## config.mk

```make
export PLATFORM = sky130hd
export DESIGN_NAME = audio_sample_player
export DESIGN_NICKNAME = d
export VERILOG_FILES = /design/src/rtl/audio_sample_player.sv
export SDC_FILE = /design/constraint.sdc
export NUM_CORES = 1
export LEC_CHECK = 0
export BUFFER_PORTS_ARGS = -buffer_cell sky130_fd_sc_hd__buf_4
export CORE_UTILIZATION = 55
export DETAILED_ROUTE_END_ITERATION = 6
export PLACE_DENSITY = 0.79
export SLEW_MARGIN = 20
export SYNTH_ARGS = -nofsm -noshare
export SYNTH_HDL_FRONTEND = slang
export SYNTH_SLANG_ARGS = --single-unit
```

## constraint.sdc

```tcl
create_clock -name CLK -period 5.84 [get_ports CLK]
set_clock_uncertainty 0.1 [all_clocks]
set_input_delay 1.168 -clock CLK [delete_from_list [all_inputs] [get_ports CLK]]
set_output_delay 1.168 -clock CLK [all_outputs]
set_load 0.1 [all_outputs]
```

## src/rtl/audio_sample_player.sv

```systemverilog
// Sound-effect player: fetches a {start, length} descriptor, streams sample bytes
// at a fixed rate, and converts the current level into a free-running 8-bit PWM.
module audio_sample_player #(
  parameter int SAMPLE_BITS = 4,
  parameter int ADDR_BITS   = 14,
  parameter int CLK_DIV     = 6250,
  parameter int DIV_BITS    = 13,
  parameter int IDLE_LEVEL  = 128
) (
  input  logic                   CLK,
  input  logic                   RESET,
  input  logic [SAMPLE_BITS-1:0] AUDIO_SELECT,
  input  logic                   AUDIO_TRIGGER,
  output logic [SAMPLE_BITS-1:0] DESC_SEL,
  input  logic [ADDR_BITS-1:0]   DESC_START,
  input  logic [ADDR_BITS-1:0]   DESC_LEN,
  output logic [ADDR_BITS-1:0]   SAMPLE_ADDR,
  input  logic [7:0]             SAMPLE_DATA,
  output logic [7:0]             LEVEL,
  output logic                   PLAYING,
  output logic                   PWM_OUT
);

  typedef enum logic [1:0] {
    S_IDLE,
    S_DESC_WAIT,
    S_DESC_LOAD,
    S_PLAY
  } state_e;

  localparam logic [DIV_BITS-1:0] DIV_LAST = DIV_BITS'(CLK_DIV - 1);
  localparam logic [7:0]          IDLE_LVL = 8'(IDLE_LEVEL);

  state_e                 state_q,       state_d;
  logic [SAMPLE_BITS-1:0] desc_sel_q,    desc_sel_d;
  logic [ADDR_BITS-1:0]   sample_addr_q, sample_addr_d;
  logic [ADDR_BITS-1:0]   remaining_q,   remaining_d;
  logic [DIV_BITS-1:0]    div_q,         div_d;
  logic [7:0]             level_q,       level_d;
  logic                   playing_q,     playing_d;
  logic [7:0]             pwm_cnt_q,     pwm_cnt_d;
  logic                   pwm_out_q,     pwm_out_d;

  always_comb begin
    // NOTE: every signal gets its hold value first so no path through the
    // case statement can leave one unassigned and infer a latch.
    state_d       = state_q;
    desc_sel_d    = desc_sel_q;
    sample_addr_d = sample_addr_q;
    remaining_d   = remaining_q;
    div_d         = div_q;
    level_d       = level_q;
    playing_d     = playing_q;
    pwm_cnt_d     = pwm_cnt_q + 8'd1;
    pwm_out_d     = (pwm_cnt_q < level_q);

    // A trigger pre-empts whatever the FSM would have done on this edge.
    if (AUDIO_TRIGGER) begin
      desc_sel_d = AUDIO_SELECT;
      state_d    = S_DESC_WAIT;
      playing_d  = 1'b0;
    end else begin
      case (state_q)
        S_DESC_WAIT: state_d = S_DESC_LOAD;
        S_DESC_LOAD: begin
          if (DESC_LEN == '0) begin
            state_d = S_IDLE;
            level_d = IDLE_LVL;
          end else begin
            state_d       = S_PLAY;
            sample_addr_d = DESC_START;
            remaining_d   = DESC_LEN;
            div_d         = '0;
            playing_d     = 1'b1;
          end
        end
        S_PLAY: begin
          if (div_q == DIV_LAST) begin
            div_d = '0;
            if (remaining_q != '0) begin
              level_d       = SAMPLE_DATA;
              sample_addr_d = sample_addr_q + ADDR_BITS'(1);
              remaining_d   = remaining_q - ADDR_BITS'(1);
            end else begin
              level_d   = IDLE_LVL;
              playing_d = 1'b0;
              state_d   = S_IDLE;
            end
          end else begin
            div_d = div_q + DIV_BITS'(1);
          end
        end
        default: ;
      endcase
    end
  end

  // NOTE: state registers use non-blocking assignments so every flop samples
  // the pre-edge values regardless of process evaluation order.
  always_ff @(posedge CLK) begin
    if (RESET) begin
      state_q       <= S_IDLE;
      desc_sel_q    <= '0;
      sample_addr_q <= '0;
      remaining_q   <= '0;
      div_q         <= '0;
      level_q       <= IDLE_LVL;
      playing_q     <= 1'b0;
      pwm_cnt_q     <= '0;
      pwm_out_q     <= 1'b0;
    end else begin
      state_q       <= state_d;
      desc_sel_q    <= desc_sel_d;
      sample_addr_q <= sample_addr_d;
      remaining_q   <= remaining_d;
      div_q         <= div_d;
      level_q       <= level_d;
      playing_q     <= playing_d;
      pwm_cnt_q     <= pwm_cnt_d;
      pwm_out_q     <= pwm_out_d;
    end
  end

  assign DESC_SEL    = desc_sel_q;
  assign SAMPLE_ADDR = sample_addr_q;
  assign LEVEL       = level_q;
  assign PLAYING     = playing_q;
  assign PWM_OUT     = pwm_out_q;

endmodule
```

==> results by group <==
Floorplanning
  – Initial Util: 57.6%
  – Io pins: 71
  – Die Y: 84.0 um
  – Core Area: 6420 sq um
  – Die area: between 7000 and 8000 sq um
  – DIE WIDTH: 84.0 um
  – Core Rows: 29

Synthesis
  – Most frequent cell after synthesis: dfxtp_1
  – Synth area leader: dfxtp_1
  – Cells after Synth: 449
  – Synth cell count leaders: dfxtp_1 (65), nor2_1 (52), nand3_1 (37)
  – Register area share after synthesis: 35.1%
  – Main flop type after synthesis: dfxtp_1
  – Warnings from Yosys: 0
  – Yosys reg bits: 65
  – Cell area after synthesis: 3700 sq um
  – Ys async rst share: 0%
  – Post-synth EDFFs: 0
  – Syn Nets: 504
  – Post-synth top area share: 35.1%
  – Top cells by area, synth: dfxtp_1 (35%), nor2_1 (5.3%), nand3_1 (5.0%)
  – Cell variety after synth: 62
  – Syn_area_per_cell: 8.25 sq um

Cells and area
  – Layout cell share with drive strength beyond 1: 21.2%
  – Ant. Diodes: 0
  – Area of the multi-input gates: 2190 sq um
  – Syn-to-layout area delta: 19.3%
  – Reg area: 1300 sq um
  – Layout net count: 555
  – Final non-filler cell total: 581
  – Fillers: between 500 and 600

Drt
  – DRT antenna net count: 0
  – Via density per instance: 6.37
  – DR WL/cell: 17.1 um
  – DRC: 2
  – First-pass iteration count of the detailed router: 7
  – Wirelength, routed: 9940 um
  – Iter 0 DRT Violations: ~300
  – Vias: 3699

Worst setup path
  – Crit path depth: 6
  – Worst R2R Start: state_q[0]
  – CP Capture Type: flip-flop
  – Buf+Inv Stages, Crit Path: 1
  – Top Family by Delay on Critical Path: simple AND/OR/NAND/NOR gates
  – Kind of critical path: in -> reg
  – Arrival @ worst endpoint: around 3.5 ns
  – Cells along the critical path: buf_4 -> nor4_1 -> nand4_1 -> and2_1 -> nand2_4 -> o221a_2
  – FF-to-FF End: SAMPLE_ADDR[8]
  – Startpoint types: primary input
  – Worst-path fanout max: 16
  – Slowest-stage cell, CP: nand4_1
  – Crit-path max cell delay: 0.56 ns
  – Worst r2r path cells: 5
  – Worst Path Required: about 6 ns
  – R2r setup slk: between 3 and 4 ns

Timing
  – Period utilisation layout: 56.2%
  – Slew Viols, Final: 0
  – Hold Violations, Final: 0
  – Relative slew margins: 29.5%
  – Setup TNS: 0 ns
  – Fmax: 0.305 GHz
  – RSZ-0062 raised after global routing: no
  – Min Tclk post-route: ~3.3 ns
  – Minimum hold slack: ~0.36 ns
  – Tightest Pin Transition: 1.05 ns
  – Final setup vio count: 0

Worst hold path
  – Hold path start: pwm_cnt_q[0]
  – Worst Hold Class: reg -> reg
  – WHS Path Cells: 1
  – Hold worst-path end: pwm_cnt_q[0]

GRT
  – Overall routing resource usage: 28.4%
  – GRT busiest layer: met2
  – GR Util met2: 43.3%
  – First-pass GRT wire length: ~16000 um
  – Met1 Track Usage GR: 39.4%
  – Initial antenna violation count: 0
  – Vias in the first global route: 3366
  – Largest net degree at the start of global routing: 60
  – Routing usage on met3: 6.73%
  – GR Overflow Total: 0

Clock network
  – Clock sink total: 65
  – CTS tree: yes
  – CTS Hold Bufs: 0
  – Resized Gates After CTS: 0
  – H-tree Lvls: 3
  – Post-CTS Setup Inserts: 0
  – Max clock buf depth: 2
  – TritonCTS buffer count: 9
  – Later-pin clock latency in the skew report: ~0.35 ns
  – Clock transition at path regs: 0.07 ns
  – Root Buffer: clkbuf_8

Placed design
  – # port buffers: 70
  – Dpl cells: 566
  – Placer Congestion: between 0.8 and 0.9
  – Post-DP HPWL: between 6000 and 7000 um

Power
  – Leakage Power: 1.67 nW
  – Worst vdd rail ir drop: 0.000190 V
  – Cell area power density: roughly 240 nW/um^2

Status
  – Failing checks: design-rule violations
  – Run status: finished with violations

Job
  – MaxCap Viol Count: 0
## cells in the final DEF, fill, tap and decap left out, types with 2 or more instances in the layout
cell type  Yosys  layout
nand2_1       20      19
a21o_1         2       2
a211oi_1       6       6
o211ai_1       2       2
or4_1          3       3
a211oi_2       4       4
a22o_1         2       2
xor2_1        12      12
buf_4          0      71
or3_1          5       5
nor3_1        13      13
o32ai_2        2       2
nand2b_1       2       2
nor4_1         8       8
o31ai_1       23      23
inv_1         18      18
a21oi_1       31      31
xnor2_1        3       3
bufinv_16      0       2
ha_1          12      12
and2_1         3       3
nand4_1        7       7
nand3_1       37      37
a31oi_1        9       9
o311ai_0      12      12
o21ai_0       16      15
nor3b_1        3       3
o21ai_1        1       2
clkbuf_8       0      11
mux2i_1        6       6
nor2_1        52      52
dfxtp_1       65      65
a22oi_1        4       4
and3_1         7       7
nor4b_1        3       3
## metrics by stage
stage	util [%]	cell area, sq um	worst slack (ns)	total power [mW]
2_1_floorplan	-	3700	3.06	0.572
3_3_place_gp	65.2	4190	2.32	0.615
3_5_place_dp	65.2	4190	2.29	0.617
4_1_cts	68.8	4420	2.61	1.05
5_1_grt	68.8	4420	2.37	1.08
6_report	68.8	4420	2.56	1.05
## final cells by class
cell class	instances	area share (%)
Timing Repair Buffer	71	12.1
Clock inverter	4	1.73
Inverter	18	1.53
Tap cell	77	2.18
Multi-Input combinational cell	335	49.6
Sequential cell	65	29.5
Clock buffer	11	3.43
## flip-flops by register name, indices dropped and copies added, names as in the netlist
| name | count |
|---|---|
| state_q | 2 |
| PWM_OUT | 1 |
| SAMPLE_ADDR | 14 |
| DESC_SEL | 4 |
| LEVEL | 8 |
| div_q | 13 |
| pwm_cnt_q | 8 |
| remaining_q | 14 |
| PLAYING | 1 |
## worst reg2reg max path, delay by kind of cell (launching register included)
kind,cells,cell delay (ns)
AOI/OAI and AO/OA,3,1.22
and+or+nand+nor,2,1.04
DFF,1,0.35
## kinds of logic after synthesis
kind of cell | Yosys count | synth area share (%)
adder cells (fa/ha/maj) | 12 | 4.06
flip-flops | 65 | 35.1
buffers and inverters | 49 | 5.78
multiplexers | 6 | 1.62
XOR/XNOR | 15 | 3.55
AND/OR/NAND/NOR | 176 | 25.0
AO/OA/AOI/OAI | 126 | 24.8
## worst max path at each step
| stage | from | endpoint | slack [ns] |
|---|---|---|---|
| after global placement | DESC_LEN[0] | SAMPLE_ADDR[8] | 2.32 |
| after CTS | DESC_LEN[0] | SAMPLE_ADDR[8] | 2.61 |
| after detailed placement | DESC_LEN[0] | SAMPLE_ADDR[8] | 2.29 |
| after global routing | DESC_LEN[0] | SAMPLE_ADDR[8] | 2.37 |
| after floorplan | DESC_LEN[5] | LEVEL[5] | 3.06 |
| final | DESC_LEN[0] | SAMPLE_ADDR[8] | 2.56 |
## per-layer routing
metal,up-vias,part of all wire (%),wire length [um]
met5,-,0,0
met4,0,1.7,170
met3,20,8.2,813
met2,151,46,4540
met1,1745,44,4410
li1,1783,-,-
## power by group
group | internal (mW) | switching, mW
Combinational | 0.0506 | 0.0958
Sequential | 0.453 | 0.00962
Clock | 0.262 | 0.178
Power figures use the tool's default switching activity.
